--- config.mk ---
export PLATFORM = sky130hd
export DESIGN_NAME = fp_normalize
export DESIGN_NICKNAME = d
export VERILOG_FILES = /design/src/rtl/fp_pkg.sv /design/src/rtl/norm_exp_step.sv /design/src/rtl/fp_normalize.sv
export SDC_FILE = /design/constraint.sdc
export NUM_CORES = 1
export LEC_CHECK = 0
export CORE_MARGIN = 3
export CORE_UTILIZATION = 65
export CTS_CLUSTER_DIAMETER = 60
export CTS_CLUSTER_SIZE = 8
export DETAILED_ROUTE_END_ITERATION = 7
export DONT_BUFFER_PORTS = 1
export PLACE_DENSITY = 0.81
export SYNTH_ARGS = -nofsm -noshare
export SYNTH_HDL_FRONTEND = slang
export SYNTH_SLANG_ARGS = --single-unit
--- constraint.sdc ---
create_clock -name clk -period 3.6 [get_ports clk]
set_input_delay 0.72 -clock clk [delete_from_list [all_inputs] [get_ports clk]]
set_output_delay 0.72 -clock clk [all_outputs]
set_load 0.02 [all_outputs]
--- src/rtl/fp_pkg.sv ---
// Shared widths, exponent saturation value and state/op encodings for the
// floating-point post-add normalizer.
package fp_pkg;
  localparam int MANT_W = 7;
  localparam int EXP_W  = 8;
  localparam logic [EXP_W-1:0] EXP_MAX = '1;

  typedef enum logic [1:0] {
    IDLE  = 2'd0,
    SHIFT = 2'd1,
    DONE  = 2'd2
  } state_e;

  typedef enum logic [2:0] {
    EOP_HOLD     = 3'd0,
    EOP_LOAD     = 3'd1,
    EOP_LOAD_INC = 3'd2,
    EOP_DEC      = 3'd3,
    EOP_CLR      = 3'd4
  } exp_op_e;
endpackage

--- src/rtl/norm_exp_step.sv ---
// Registered exponent with load / load+1 / -1 / clear steps and look-ahead
// detection of the +1 result hitting all-ones and the -1 result hitting zero.
module norm_exp_step #(
  parameter int EXP_W = fp_pkg::EXP_W
) (
  input  logic              clk,
  input  logic              reset_n,
  input  fp_pkg::exp_op_e   op,
  input  logic [EXP_W-1:0]  d,
  output logic [EXP_W-1:0]  e,
  output logic              inc_ovf,
  output logic              dec_unf
);
  import fp_pkg::*;

  localparam logic [EXP_W-1:0] EMAX = {EXP_W{1'b1}};

  logic [EXP_W-1:0] inc_val;
  logic [EXP_W-1:0] dec_val;

  assign inc_val = d + 1'b1;
  assign dec_val = e - 1'b1;
  assign inc_ovf = (inc_val == EMAX);
  assign dec_unf = (dec_val == '0);

  always_ff @(posedge clk or negedge reset_n) begin
    if (!reset_n) begin
      e <= '0;
    end else begin
      case (op)
        EOP_LOAD:     e <= d;
        EOP_LOAD_INC: e <= inc_val;
        EOP_DEC:      e <= dec_val;
        EOP_CLR:      e <= '0;
        default:      e <= e;
      endcase
    end
  end
endmodule

--- src/rtl/fp_normalize.sv ---
// Normalizes a raw mantissa sum: one-bit right shift on carry, iterative
// left shift until the hidden bit is set, with zero/overflow/underflow flags.
module fp_normalize #(
  parameter int MANT_W = fp_pkg::MANT_W,
  parameter int EXP_W  = fp_pkg::EXP_W
) (
  input  logic              clk,
  input  logic              reset_n,
  input  logic              in_valid,
  output logic              in_ready,
  input  logic              in_sign,
  input  logic [EXP_W-1:0]  in_exp,
  input  logic [MANT_W+1:0] in_mant,
  output logic              out_valid,
  input  logic              out_ready,
  output logic              out_sign,
  output logic [EXP_W-1:0]  out_exp,
  output logic [MANT_W-1:0] out_mant,
  output logic              out_zero,
  output logic              out_ovf,
  output logic              out_unf
);
  import fp_pkg::*;

  state_e            state, state_nxt;
  logic [MANT_W+1:0] m, m_nxt;
  logic              s, s_nxt;
  logic              zero_f, zero_nxt;
  logic              ovf_f, ovf_nxt;
  logic              unf_f, unf_nxt;
  exp_op_e           eop;
  logic [EXP_W-1:0]  e;
  logic              inc_ovf;
  logic              dec_unf;

  norm_exp_step #(.EXP_W(EXP_W)) u_exp (
    .clk     (clk),
    .reset_n (reset_n),
    .op      (eop),
    .d       (in_exp),
    .e       (e),
    .inc_ovf (inc_ovf),
    .dec_unf (dec_unf)
  );

  assign in_ready  = (state == IDLE);
  assign out_valid = (state == DONE);
  assign out_sign  = s;
  assign out_exp   = e;
  assign out_mant  = m[MANT_W-1:0];
  assign out_zero  = zero_f;
  assign out_ovf   = ovf_f;
  assign out_unf   = unf_f;

  always_ff @(posedge clk or negedge reset_n) begin
    if (!reset_n) begin
      state  <= IDLE;
      m      <= '0;
      s      <= 1'b0;
      zero_f <= 1'b0;
      ovf_f  <= 1'b0;
      unf_f  <= 1'b0;
    end else begin
      state  <= state_nxt;
      m      <= m_nxt;
      s      <= s_nxt;
      zero_f <= zero_nxt;
      ovf_f  <= ovf_nxt;
      unf_f  <= unf_nxt;
    end
  end

  always_comb begin
    state_nxt = state;
    m_nxt     = m;
    s_nxt     = s;
    zero_nxt  = zero_f;
    ovf_nxt   = ovf_f;
    unf_nxt   = unf_f;
    eop       = EOP_HOLD;
    case (state)
      IDLE: begin
        if (in_valid) begin
          s_nxt    = in_sign;
          zero_nxt = 1'b0;
          ovf_nxt  = 1'b0;
          unf_nxt  = 1'b0;
          state_nxt = DONE;
          if (in_mant == '0) begin
            m_nxt    = '0;
            eop      = EOP_CLR;
            zero_nxt = 1'b1;
          end else if (in_mant[MANT_W+1]) begin
            // Carry: shift right once, dropping the LSB (truncation).
            eop = EOP_LOAD_INC;
            if (inc_ovf) begin
              ovf_nxt = 1'b1;
              m_nxt   = '0;
            end else begin
              m_nxt = in_mant >> 1;
            end
          end else if (in_exp == '0) begin
            unf_nxt  = 1'b1;
            zero_nxt = 1'b1;
            m_nxt    = '0;
            eop      = EOP_CLR;
          end else begin
            m_nxt     = in_mant;
            eop       = EOP_LOAD;
            state_nxt = SHIFT;
          end
        end
      end
      SHIFT: begin
        if (m[MANT_W]) begin
          state_nxt = DONE;
        end else if (dec_unf) begin
          // Exponent would reach zero before the hidden bit is set.
          unf_nxt   = 1'b1;
          zero_nxt  = 1'b1;
          m_nxt     = '0;
          eop       = EOP_CLR;
          state_nxt = DONE;
        end else begin
          m_nxt = m << 1;
          eop   = EOP_DEC;
        end
      end
      DONE: begin
        if (out_ready) state_nxt = IDLE;
      end
      default: state_nxt = IDLE;
    endcase
  end
endmodule

# After elaboration in Yosys (flattened, before gate mapping)
# Index checks and enable logic that the tools add are counted.
# totals
ff_bits,22
input_bits,22
out_inout_bits,21
wordCells,70
# op_classes
addsub,2
n_eq_ne,12
n_mux,37
n_reduce_logical,11
# ops
cell,n
8-bit 2-to-1 mux,7
8-bit one-hot mux with 4 select lines,1
3-bit 2-to-1 mux,6
8-bit logical NOT,2
8-bit one-hot mux with 2 select lines,1
2-bit 2-to-1 mux,7
1-bit 2-to-1 mux,11
9-bit logical NOT,1
8-bit by 1-bit adder with 8-bit output (second input constant),1
8-bit equality test (second input constant),1
8-bit by 1-bit subtractor with 8-bit output (second input constant),1
3-bit by 2-bit equality test with 1-bit output (second input constant),2
2-bit inequality test (second input constant),3
2-bit one-hot mux with 3 select lines,1
3-bit one-hot mux with 2 select lines,1
3-bit AND reduction,2
1-bit one-hot mux with 2 select lines,2
2-bit AND reduction,2
4-bit AND reduction,1
4-bit nonzero test,1
3-bit by 1-bit equality test with 1-bit output (second input constant),1
3-bit equality test (second input constant),1
3-bit inequality test (second input constant),1
2-bit by 1-bit equality test with 1-bit output (second input constant),1
other kinds (4),4

# Longest topological paths before layout
# Gate-level depths: netlist of run 1.
# depth
ltp_word,8
ltp_mapped,7
depth_no_buf,7

# Cells and area by module
# A second synthesis of run 1 with hierarchy kept.
# hier_totals
hier_cells,204
hier_area_um2,1734.2
# modules_own_cells
module,instances,cells_each,area_per_inst_um2,seq_area_each_um2
fp_normalize,1,93,877.1,350.3
norm_exp_step,1,111,857.1,200.2

# Worst setup path before layout of run 1
# OpenSTA, ideal clock, no wires.
# synth_path
path_type,input to register
start,input in_exp[0]
end,register m[1]
setup_ps,126
t_arrival_ps,2139
required_time_ps,3474
path_slack_ps,1335
stages,7
path_buffers,1
path_cell_list,ha_1 clkbuf_1 a21oi_1 mux2_2 a41oi_1 o31a_1 a221o_1
# synth_between
elab_chain_cells,7
elab_cells_between_ends,9
classes_between,add/sub: 1; eq/ne: 1; mux: 6; reduce/logical: 1
# synth_lines
element,line_no,text
start: declaration,fp_normalize.sv:12,"input logic [EXP_W-1:0] in_exp,"
8-bit by 1-bit adder with 8-bit output,norm_exp_step.sv:21,assign inc_val = d + 1'b1;
8-bit equality test,norm_exp_step.sv:23,assign inc_ovf = (inc_val == EMAX);
8-bit 2-to-1 mux,fp_normalize.sv:96,if (inc_ovf) begin
8-bit 2-to-1 mux (*),fp_normalize.sv:93,end else if (in_mant[MANT_W+1]) begin
8-bit 2-to-1 mux (*),fp_normalize.sv:89,if (in_mant == '0) begin
8-bit 2-to-1 mux (*),fp_normalize.sv:83,if (in_valid) begin
8-bit one-hot mux with 2 select lines (*),fp_normalize.sv:81,case (state)
end signal: assignment,fp_normalize.sv:65,m <= m_nxt;
end: declaration,fp_normalize.sv:26,"logic [MANT_W+1:0] m, m_nxt;"
# Every way passes the cells marked *; elsewhere a longest branch is shown, timed or not. The select of a mux whose other input is x is not followed.
# A chain may end at the register's enable or synchronous reset.

# Worst setup path in the final report of run 1
# layout_path
start,register u_exp.e[0]
end,register u_exp.e[0]
# layout_between
elab_chain_cells,7
elab_cells_between_ends,11
classes_between,add/sub: 1; eq/ne: 4; mux: 4; reduce/logical: 2
# layout_lines
element,line_no,text
start: declaration,norm_exp_step.sv:10,"output logic [EXP_W-1:0] e,"
start signal: assignment,norm_exp_step.sv:32,EOP_LOAD_INC: e <= inc_val;
start signal: assignment,norm_exp_step.sv:33,EOP_DEC: e <= dec_val;
8-bit by 1-bit subtractor with 8-bit output (*),norm_exp_step.sv:22,assign dec_val = e - 1'b1;
8-bit logical NOT,norm_exp_step.sv:24,assign dec_unf = (dec_val == '0);
3-bit 2-to-1 mux,fp_normalize.sv:117,end else if (dec_unf) begin
3-bit 2-to-1 mux,fp_normalize.sv:115,if (m[MANT_W]) begin
3-bit one-hot mux with 2 select lines,fp_normalize.sv:81,
"3-bit equality test, or another cell as far along",norm_exp_step.sv:30,case (op)
8-bit one-hot mux with 4 select lines / 4-bit nonzero test (equally long branches),-,
# Every way passes the cells marked *; elsewhere a longest branch is shown, timed or not.

==> impl_metrics.py, run 1 <==
metrics = {
    "run_status": {
        "status": "finished, final reports clean",
    },
    "placed_design": {
        "hpwlAfterDp_mm": 2.90,
        "numPortBuffers": 0,
        "post_dp_cell_area_mm2": 0.00158,
        "place.gp.congestion": 0.881,
        "post-place-cells": 197,
        "post-place-ws_ns": 1.20,
    },
    "grt": {
        "grt_pass1_vias": 1342,
        "grt_overflow_total": 0,
        "grt_pass1_wl_mm": 6.53,
        "grt_max_degree": 25,
        "gr-usage-all-layers": 0.254,
        "grt_antenna_before_repair": 0,
    },
    "drt": {
        "detail_route.iter0.violations": 79,
        "firstDrtPassIters": 4,
        "vias_per_cell": 7.01,
        "antenna_left": 0,
        "vias": 1410,
        "wirelength_mm": 3.84,
        "routedWlPerCell_um": 19.1,
        "drc": 0,
    },
    "finish": {
        "nets": 201,
        "layout_commonest_cell": "dfrtp_1",
        "diodes": 0,
        "finalNonFillerCells": 201,
        "syn_to_final_growth_pct": -0.922,
        "drive_above_1_share": 0.0867,
        "final_cell_mix": "22 x dfrtp_1, 20 x nor2_1, 12 x nand2_1, 12 x o21ai_0",
        "final_area_mm2": 0.00161,
    },
    "critical_path": {
        "regToRegStartpoint": "u_exp.e[0]",
        "path_depth": 7,
        "cp_top_family": "compound AO/OA/AOI/OAI gates",
        "cp-end-kind": "register",
        "path_cells": "inv_1 -> ha_1 -> nor2_1 -> a31oi_1 -> o21ai_0 -> nor2_1 -> o21ba_2",
        "slowest_delay_ns": 0.61,
        "crit_slowest_cell": "dfrtp_1",
        "crit_type": "register to register",
        "reg2reg_slack_ns": 1.30,
        "critPathArrivalTime_ns": 2.51,
        "rr_worst_depth": 7,
        "cp-start-kind": "register",
        "critPathMostFrequentCell": "nor2_1",
        "reg2reg_to": "u_exp.e[0]",
        "crit_fanout": 8,
        "required_ns": 3.81,
        "path_buf_inv": 1,
    },
    "synth": {
        "synthArstFlopShare": 1.00,
        "ys_seq_area_frac": 0.338,
        "netlist_area_mm2": 0.00163,
        "synth_cells": 181,
        "synth.area.top_cells": "dfrtp_1 34%, nor2_1 4.6%, a221o_1 4.3%",
        "synth_nets": 208,
        "synth-seq-cells": 22,
        "yosys.area.top_type": "dfrtp_1",
        "ys_warn_count": 0,
        "syn_avg_cell_area_um2": 8.99,
        "synth_cell_types": 50,
        "synth_edf_count": 0,
        "synth_top_area_frac": 0.338,
        "synth-main-ff-cell": "dfrtp_1",
    },
    "die": {
        "dieArea_mm2": 0.00314,
        "ios": 43,
        "die_h_um": 56.0,
        "fp.dieW_um": 56.0,
        "coreArea_mm2": 0.00230,
        "start_util": 0.709,
        "row_count": 17,
    },
    "power_and_ir_drop": {
        "vdd_drop_max_uv": 569,
        "p_per_area_mw_per_mm2": 760,
        "leakage_nw": 0.669,
    },
    "timing": {
        "tightest_slew_ns": 0.699,
        "slew_headroom": 0.534,
        "finalHoldViolations": 0,
        "setup_slack_ns": 1.30,
        "min_period_ns": 2.30,
        "fmax_mhz": 435,
        "tns_ns": 0,
        "timing.hold.ws_ns": 0.0824,
        "rsz0062_at_grt": "no",
        "timing.final.crit_share": 0.638,
        "report.final.slew_viol_count": 0,
        "finalClockSkew_ns": 0.00904,
        "setup_viol": 0,
    },
    "clocking": {
        "cts_setup_buffers": 0,
        "clock_latency_ns": 0.31,
        "cts_tree": "built",
        "clkSinkCount": 22,
        "htree_levels": 1,
        "clockBufferDepth": 2,
        "holdBufCountCts": 0,
        "cts-root-buf": "clkbuf_4",
        "numCtsBuffers": 3,
        "clk_pin_slew_ns": 0.13,
        "post_cts_resized": 0,
    },
    "run": {
        "maxCapViolCount": 0,
    },
    "hold_path": {
        "hold_class": "input port to async pin",
    },
}
-- state kept, by name, indices dropped and copies added, names as in the netlist --
name,cells
out_ovf,1
state,2
u_exp.e,8
out_zero,1
m,8
out_unf,1
out_sign,1
-- final cells by class --
cell class | instances | area, um2
multi-input cells | 139 | 961
fillers | 187 | 684
flip-flops and latches | 22 | 551
clock buffers | 4 | 36.3
well taps | 28 | 35.0
inverters | 8 | 30.0
-- cells in the mapped netlist, drive strengths merged, types with 3 or more instances --
cell type	count
o21ai	13
a221oi	3
nor2b	3
nor2	20
xnor2	3
nor3	4
clkbuf	3
a221o	7
ha	5
nor4	6
xor2	3
a22o	8
buf	9
nand3	4
a21o	3
inv	8
o22ai	3
nand2	12
dfrtp	22
nor3b	5
a31oi	3
a21oi	8
mux2	3
-- kinds of logic (layout without fill, tap and decap cells) --
logic type / Yosys count / in the layout / share of synthesized area
multiplexers: 3 / 3 / 0.0208
buffers and inverters: 20 / 12 / 0.0715
AO/OA/AOI/OAI: 62 / 62 / 0.277
adder cells (fa/ha/maj): 5 / 5 / 0.0384
XOR/XNOR: 6 / 6 / 0.0323
flip-flops: 22 / 22 / 0.338
AND/OR/NAND/NOR: 63 / 63 / 0.221
-- power by group --
part | internal [mW] | switching (mW) | total (mW)
Sequential | 0.355 | 0.258 | 0.613
Clock | 0.0617 | 0.0784 | 0.140
Combinational | 0.217 | 0.257 | 0.473
-- worst max path at each step --
stage                  to  slack, ns        from
2_1_floorplan        m[1]       1.34   in_exp[0]
5_1_grt        u_exp.e[0]       1.20  u_exp.e[0]
6_report       u_exp.e[0]       1.30  u_exp.e[0]
3_3_place_gp         m[1]       1.29   in_exp[0]
4_1_cts        u_exp.e[0]       1.37  u_exp.e[0]
3_5_place_dp         m[3]       1.20   in_exp[0]
-- metrics by stage --
stage / utilization / power [mW]
floorplan: - / 1.03
global placement: 0.686 / 1.06
detailed placement: 0.686 / 1.09
CTS: 0.702 / 1.22
global route: 0.702 / 1.32
finish: 0.702 / 1.23
-- worst reg2reg max path, delay by kind of cell (launching register included) --
kind | cells | cell delay, ns
compound gates | 3 | 0.96
fa+ha+maj | 1 | 0.27
buf+inv | 1 | 0.15
flops | 1 | 0.61
simple gates | 2 | 0.22
-- routing by layer --
metal / vias to the layer above / global-route usage / wire [um] / share of wire
met5: - / 0 / 0 / 0
met3: 5 / 0.0719 / 389 / 0.10
met4: 0 / 0.0644 / 36 / 0.0094
li1: 667 / - / - / -
met1: 665 / 0.345 / 1610 / 0.42
met2: 73 / 0.396 / 1800 / 0.47
No activity file was read; power rests on OpenSTA's default activity.
==> run 2: changes to the inputs <==
--- a/config.mk
+++ b/config.mk
@@ -6,12 +6,12 @@
 export NUM_CORES = 1
 export LEC_CHECK = 0
 export CORE_MARGIN = 3
-export CORE_UTILIZATION = 65
+export CORE_UTILIZATION = 63
 export CTS_CLUSTER_DIAMETER = 60
 export CTS_CLUSTER_SIZE = 8
 export DETAILED_ROUTE_END_ITERATION = 7
 export DONT_BUFFER_PORTS = 1
-export PLACE_DENSITY = 0.81
+export PLACE_DENSITY = 0.79
 export SYNTH_ARGS = -nofsm -noshare
 export SYNTH_HDL_FRONTEND = slang
 export SYNTH_SLANG_ARGS = --single-unit
==> constraint.sdc (replaced) <==
create_clock -name clk -period 2.28 [get_ports clk]
set_input_delay 0.456 -clock clk [delete_from_list [all_inputs] [get_ports clk]]
set_output_delay 0.456 -clock clk [all_outputs]
set_load 0.02 [all_outputs]
==> impl_metrics.py, run 2 (synthesis results as in run 1) <==
metrics = {
    "timing": {
        "finalClockSkew_ns": 0.00161,
        "report.final.slew_viol_count": 0,
        "tightest_slew_ns": 1.01,
        "timing.hold.ws_ns": 0.258,
        "timing.final.crit_share": 0.908,
        "setup_viol": 0,
        "fmax_mhz": 483,
        "finalHoldViolations": 0,
        "rsz0062_at_grt": "no",
        "tns_ns": 0,
        "slew_headroom": 0.325,
        "min_period_ns": 2.07,
    },
    "die": {
        "coreArea_mm2": 0.00234,
        "die_h_um": 56.8,
        "ios": 43,
        "dieArea_mm2": 0.00323,
        "row_count": 17,
        "fp.dieW_um": 56.8,
        "start_util": 0.696,
    },
    "hold_path": {
        "hold_class": "input port to register",
        "hold_depth": 1,
    },
    "clocking": {
        "clock_latency_ns": 0.31,
        "numCtsBuffers": 3,
        "clockBufferDepth": 2,
        "htree_levels": 1,
        "clkSinkCount": 22,
        "cts_tree": "built",
        "cts-root-buf": "clkbuf_4",
        "clk_pin_slew_ns": 0.13,
    },
    "critical_path": {
        "required_ns": 2.52,
        "cp-start-kind": "register",
        "crit_type": "register to register",
        "regToRegStartpoint": "u_exp.e[0]",
        "cp-end-kind": "register",
        "startpoint": "u_exp.e[0]",
        "critPathArrivalTime_ns": 2.31,
        "rr_worst_depth": 6,
        "reg2reg_to": "u_exp.e[1]",
        "reg2reg_slack_ns": 0.21,
        "crit_path_end": "u_exp.e[1]",
        "crit_fanout": 6,
    },
    "grt": {
        "grt_pass1_vias": 1378,
        "grt_overflow_total": 0,
        "grt_antenna_before_repair": 0,
        "grt_max_degree": 25,
        "gr-usage-all-layers": 0.262,
        "grt_pass1_wl_mm": 6.72,
    },
    "power_and_ir_drop": {
        "netSwitchingPower_uw": 978,
        "p_sw_frac": 0.465,
        "total_power_mw": 2.10,
        "vdd_drop_max_uv": 900,
        "p_per_area_mw_per_mm2": 1250,
        "p_comb_frac": 0.398,
        "p_int_mw": 1.12,
        "clkPwrFrac": 0.144,
        "seq_power_share": 0.458,
        "leakage_nw": 0.704,
    },
    "placed_design": {
        "place.gp.congestion": 0.936,
        "hpwlAfterDp_mm": 2.99,
        "numPortBuffers": 0,
        "post_dp_cell_area_mm2": 0.00161,
    },
    "drt": {
        "wirelength_mm": 4.06,
        "firstDrtPassIters": 4,
        "routedWlPerCell_um": 19.6,
        "drc": 0,
        "vias": 1468,
        "vias_per_cell": 7.09,
        "detail_route.iter0.violations": 125,
        "antenna_left": 0,
    },
    "finish": {
        "nets": 207,
        "final_cell_mix": "21 x dfrtp_1, 19 x nor2_1, 12 x nand2_1, 12 x o21ai_0",
        "utilization": 0.718,
        "reg_top3": "m: 8 flops, u_exp.e: 8 flops, state: 2 flops",
        "layout_commonest_cell": "dfrtp_1",
        "diodes": 0,
        "drive_above_1_share": 0.123,
        "final_area_mm2": 0.00168,
        "syn_to_final_growth_pct": 3.23,
    },
    "run": {
        "maxCapViolCount": 0,
    },
    "run_status": {
        "status": "finished, final reports clean",
    },
}
[run 2: cell count changes in the layout (fill, tap and decap cells not counted), sizes merged]
cell and change:
buf +5, bufinv +1, clkbuf -1, dlygate4sd3 +1
[run 2: power by group through the flow]
stage                     Clock [mW]  Sequential (mW)  Combinational, mW
final                          0.302            0.963              0.836
after global routing           0.327            0.994              0.920
after CTS                      0.304            0.957              0.827
after detailed placement           0            0.967              0.804
after global placement             0            0.947              0.774
after floorplan                    0            0.839              0.795
[run 2: cell type report]
type                       instances  area [um2]
multi-input combinational        139         963
inverter                           8        30.0
sequential                        22         552
clock buffer                       3        22.5
timing repair buffer               6        47.5
tap                               28        35.0
fill                             177         659
clock inverter                     1        30.0
[run 2: worst min-delay path by stage]
stage,from,to,slack [ns]
6_report,in_mant[1],m[0],0.26
2_1_floorplan,reset_n,m[0],0.16
3_3_place_gp,reset_n,u_exp.e[3],0.16
4_1_cts,in_mant[1],m[0],0.26
5_1_grt,in_mant[1],m[0],0.25
3_5_place_dp,reset_n,u_exp.e[3],0.16
[run 2: through the flow]
stage | worst slack (ns) | instances
final | 0.210 | 207
after CTS | 0.0550 | 207
after global placement | 0.242 | 202
after detailed placement | 0.146 | 202
after floorplan | 0.279 | 181
after global routing | 0.0727 | 207
[run 2: layer usage]
metal / global-route usage / wire [um]
met5: 0 / 0
met2: 0.375 / 1800
met3: 0.0782 / 379
met1: 0.379 / 1780
met4: 0.0762 / 96
[run 2: repair_timing]
item / in CTS / in global routing
endpoints found under the hold margin: 22 / 0
gates resized for setup: 0 / 2
hold buffers: 1 / 0
endpoints found under the setup margin: 0 / 7
buffers inserted: 0 / 0
[run 2: critical path, cell delays in order, from the launching register on]
cell and delay (ns):
dfrtp_1 0.45, buf_4 0.19, or3_1 0.38, a31oi_1 0.37
o21ai_0 0.28, nor2_1 0.15, a2bb2oi_1 0.18
==> run 3: changes to the inputs <==
--- a/config.mk
+++ b/config.mk
@@ -6,12 +6,13 @@
 export NUM_CORES = 1
 export LEC_CHECK = 0
 export CORE_MARGIN = 3
-export CORE_UTILIZATION = 63
+export CORE_UTILIZATION = 65
+export CTS_BUF_LIST = sky130_fd_sc_hd__clkbuf_4 sky130_fd_sc_hd__clkbuf_8
 export CTS_CLUSTER_DIAMETER = 60
 export CTS_CLUSTER_SIZE = 8
 export DETAILED_ROUTE_END_ITERATION = 7
 export DONT_BUFFER_PORTS = 1
-export PLACE_DENSITY = 0.79
+export PLACE_DENSITY = 0.81
 export SYNTH_ARGS = -nofsm -noshare
 export SYNTH_HDL_FRONTEND = slang
 export SYNTH_SLANG_ARGS = --single-unit
==> impl_metrics.py, run 3 (synthesis results as in run 1) <==
metrics = {
    "run_status": {
        "status": "finished, final reports clean",
    },
    "clocking": {
        "cts-root-buf": "clkbuf_4",
        "htree_levels": 1,
        "clock_latency_ns": 0.30,
        "cts_tree": "built",
        "clockBufferDepth": 2,
        "clkSinkCount": 22,
        "numCtsBuffers": 3,
        "clk_pin_slew_ns": 0.12,
    },
    "timing": {
        "slew_headroom": 0.333,
        "setup_slack_ns": 0.151,
        "fmax_mhz": 470,
        "timing.final.crit_share": 0.934,
        "report.final.slew_viol_count": 0,
        "tightest_slew_ns": 0.997,
        "finalClockSkew_ns": 0.00587,
        "min_period_ns": 2.13,
        "setup_viol": 0,
        "finalHoldViolations": 0,
        "rsz0062_at_grt": "no",
        "tns_ns": 0,
    },
    "die": {
        "dieArea_mm2": 0.00314,
        "start_util": 0.709,
        "die_h_um": 56.0,
        "row_count": 17,
        "ios": 43,
        "fp.dieW_um": 56.0,
        "coreArea_mm2": 0.00230,
    },
    "finish": {
        "multi_input_area_um2": 963,
        "fillers": 188,
        "finalNonFillerCells": 207,
        "nets": 208,
        "syn_to_final_growth_pct": 1.77,
        "layout_commonest_cell": "dfrtp_1",
        "diodes": 0,
        "reg_top3": "m: 8 flops, u_exp.e: 8 flops, state: 2 flops",
        "drive_above_1_share": 0.117,
        "seq_area_um2": 551,
        "final_cell_mix": "22 x dfrtp_1, 19 x nor2_1, 12 x nand2_1, 12 x o21ai_0",
    },
    "power_and_ir_drop": {
        "p_per_area_mw_per_mm2": 1200,
        "p_int_mw": 1.02,
        "p_comb_frac": 0.447,
        "p_sw_frac": 0.484,
        "netSwitchingPower_uw": 959,
        "leakage_nw": 0.695,
        "seq_power_share": 0.465,
        "vdd_drop_max_uv": 800,
        "clkPwrFrac": 0.089,
    },
    "critical_path": {
        "slowest_delay_ns": 0.55,
        "startpoint": "u_exp.e[1]",
        "required_ns": 2.50,
        "crit_slowest_cell": "dfrtp_1",
        "cp-end-kind": "register",
        "critPathArrivalTime_ns": 2.35,
        "path_buf_inv": 1,
        "crit_type": "register to register",
        "path_cells": "inv_1 -> ha_1 -> and3b_1 -> a31oi_1 -> o21ai_0 -> nor2_1 -> a2bb2oi_1",
        "regToRegStartpoint": "u_exp.e[1]",
        "cp_top_family": "compound AO/OA/AOI/OAI gates",
        "crit_fanout": 6,
        "cp-start-kind": "register",
    },
    "placed_design": {
        "numPortBuffers": 0,
        "post-place-ws_ns": 0.142,
        "hpwlAfterDp_mm": 3.06,
        "place.gp.congestion": 0.870,
        "post-place-cells": 203,
    },
    "drt": {
        "wirelength_mm": 3.92,
        "antenna_left": 0,
        "drc": 0,
        "firstDrtPassIters": 4,
        "vias": 1415,
        "vias_per_cell": 6.84,
        "routedWlPerCell_um": 18.9,
        "detail_route.iter0.violations": 87,
    },
    "hold_path": {
        "hp-start": "in_mant[1]",
        "hold_class": "input port to register",
    },
    "grt": {
        "grt_max_degree": 25,
        "grt_antenna_before_repair": 0,
        "grt_pass1_vias": 1390,
        "grt_overflow_total": 0,
        "gr-usage-all-layers": 0.255,
        "grt_pass1_wl_mm": 6.53,
    },
    "run": {
        "maxCapViolCount": 0,
    },
}
==> run 3: changes by cell type in the layout (fill, tap and decap cells not counted), sizes merged <==
cell    change
bufinv      -1
buf         +1
==> run 3: what timing repair did <==
action,in CTS,in global routing
endpoints found under the hold margin,22,0
gates resized for setup,0,1
setup endpoints to repair,0,6
hold buffers,1,0
buffers inserted,0,0
==> run 3: through the flow <==
stage                util  hold slack, ns  cell area [um2]  power (mW)
finish              0.721           0.274             1660        1.98
global route        0.721           0.264             1660        2.12
CTS                 0.720           0.272             1650        1.97
detailed placement  0.706           0.161             1620        1.79
global placement    0.706           0.161             1620        1.74
floorplan               -           0.160             1630        1.63
==> run 3: worst reg2reg max path, delay by kind of cell, from the launching register on <==
kind | cells | cell delay, ns
AOI/OAI and AO/OA | 3 | 0.77
DFF | 1 | 0.55
and+or+nand+nor | 2 | 0.34
adders and majority gates | 1 | 0.24
buffers and inverters | 1 | 0.14
==> run 3: path summary, 6_finish.rpt <==
| path | to | slack (ns) | cells past startpoint |
|---|---|---|---|
| setup / recovery | u_exp.e[1] | 0.15 | 7 |
| hold / removal | m[0] | 0.27 | 1 |
| setup reg to reg | u_exp.e[1] | 0.15 | 7 |
| hold reg to reg | out_unf | 0.65 | 2 |
| max in group asynchronous | out_sign | 0.93 | 1 |
| min in group asynchronous | u_exp.e[3] | 0.75 | 1 |
==> run 3: final cells by class <==
| class | count | share of cell area |
|---|---|---|
| clock buffer | 3 | 0.0136 |
| inverter | 8 | 0.0181 |
| multi-input combinational | 139 | 0.582 |
| sequential | 22 | 0.332 |
| tap | 28 | 0.0211 |
| timing repair buffer | 7 | 0.0332 |
==> run 3: power groups by stage <==
stage / Sequential [mW] / Clock (mW) / Combinational [mW]
detailed placement: 0.929 / 0 / 0.860
global placement: 0.908 / 0 / 0.830
global route: 0.952 / 0.192 / 0.980
finish: 0.920 / 0.176 / 0.885
CTS: 0.918 / 0.176 / 0.876
floorplan: 0.839 / 0 / 0.795
==> run 3: routing by layer <==
| layer | part of all wire | track usage |
|---|---|---|
| met5 | 0 | 0 |
| met4 | 0.012 | 0.0644 |
| met1 | 0.45 | 0.334 |
| met3 | 0.068 | 0.0626 |
| met2 | 0.47 | 0.419 |
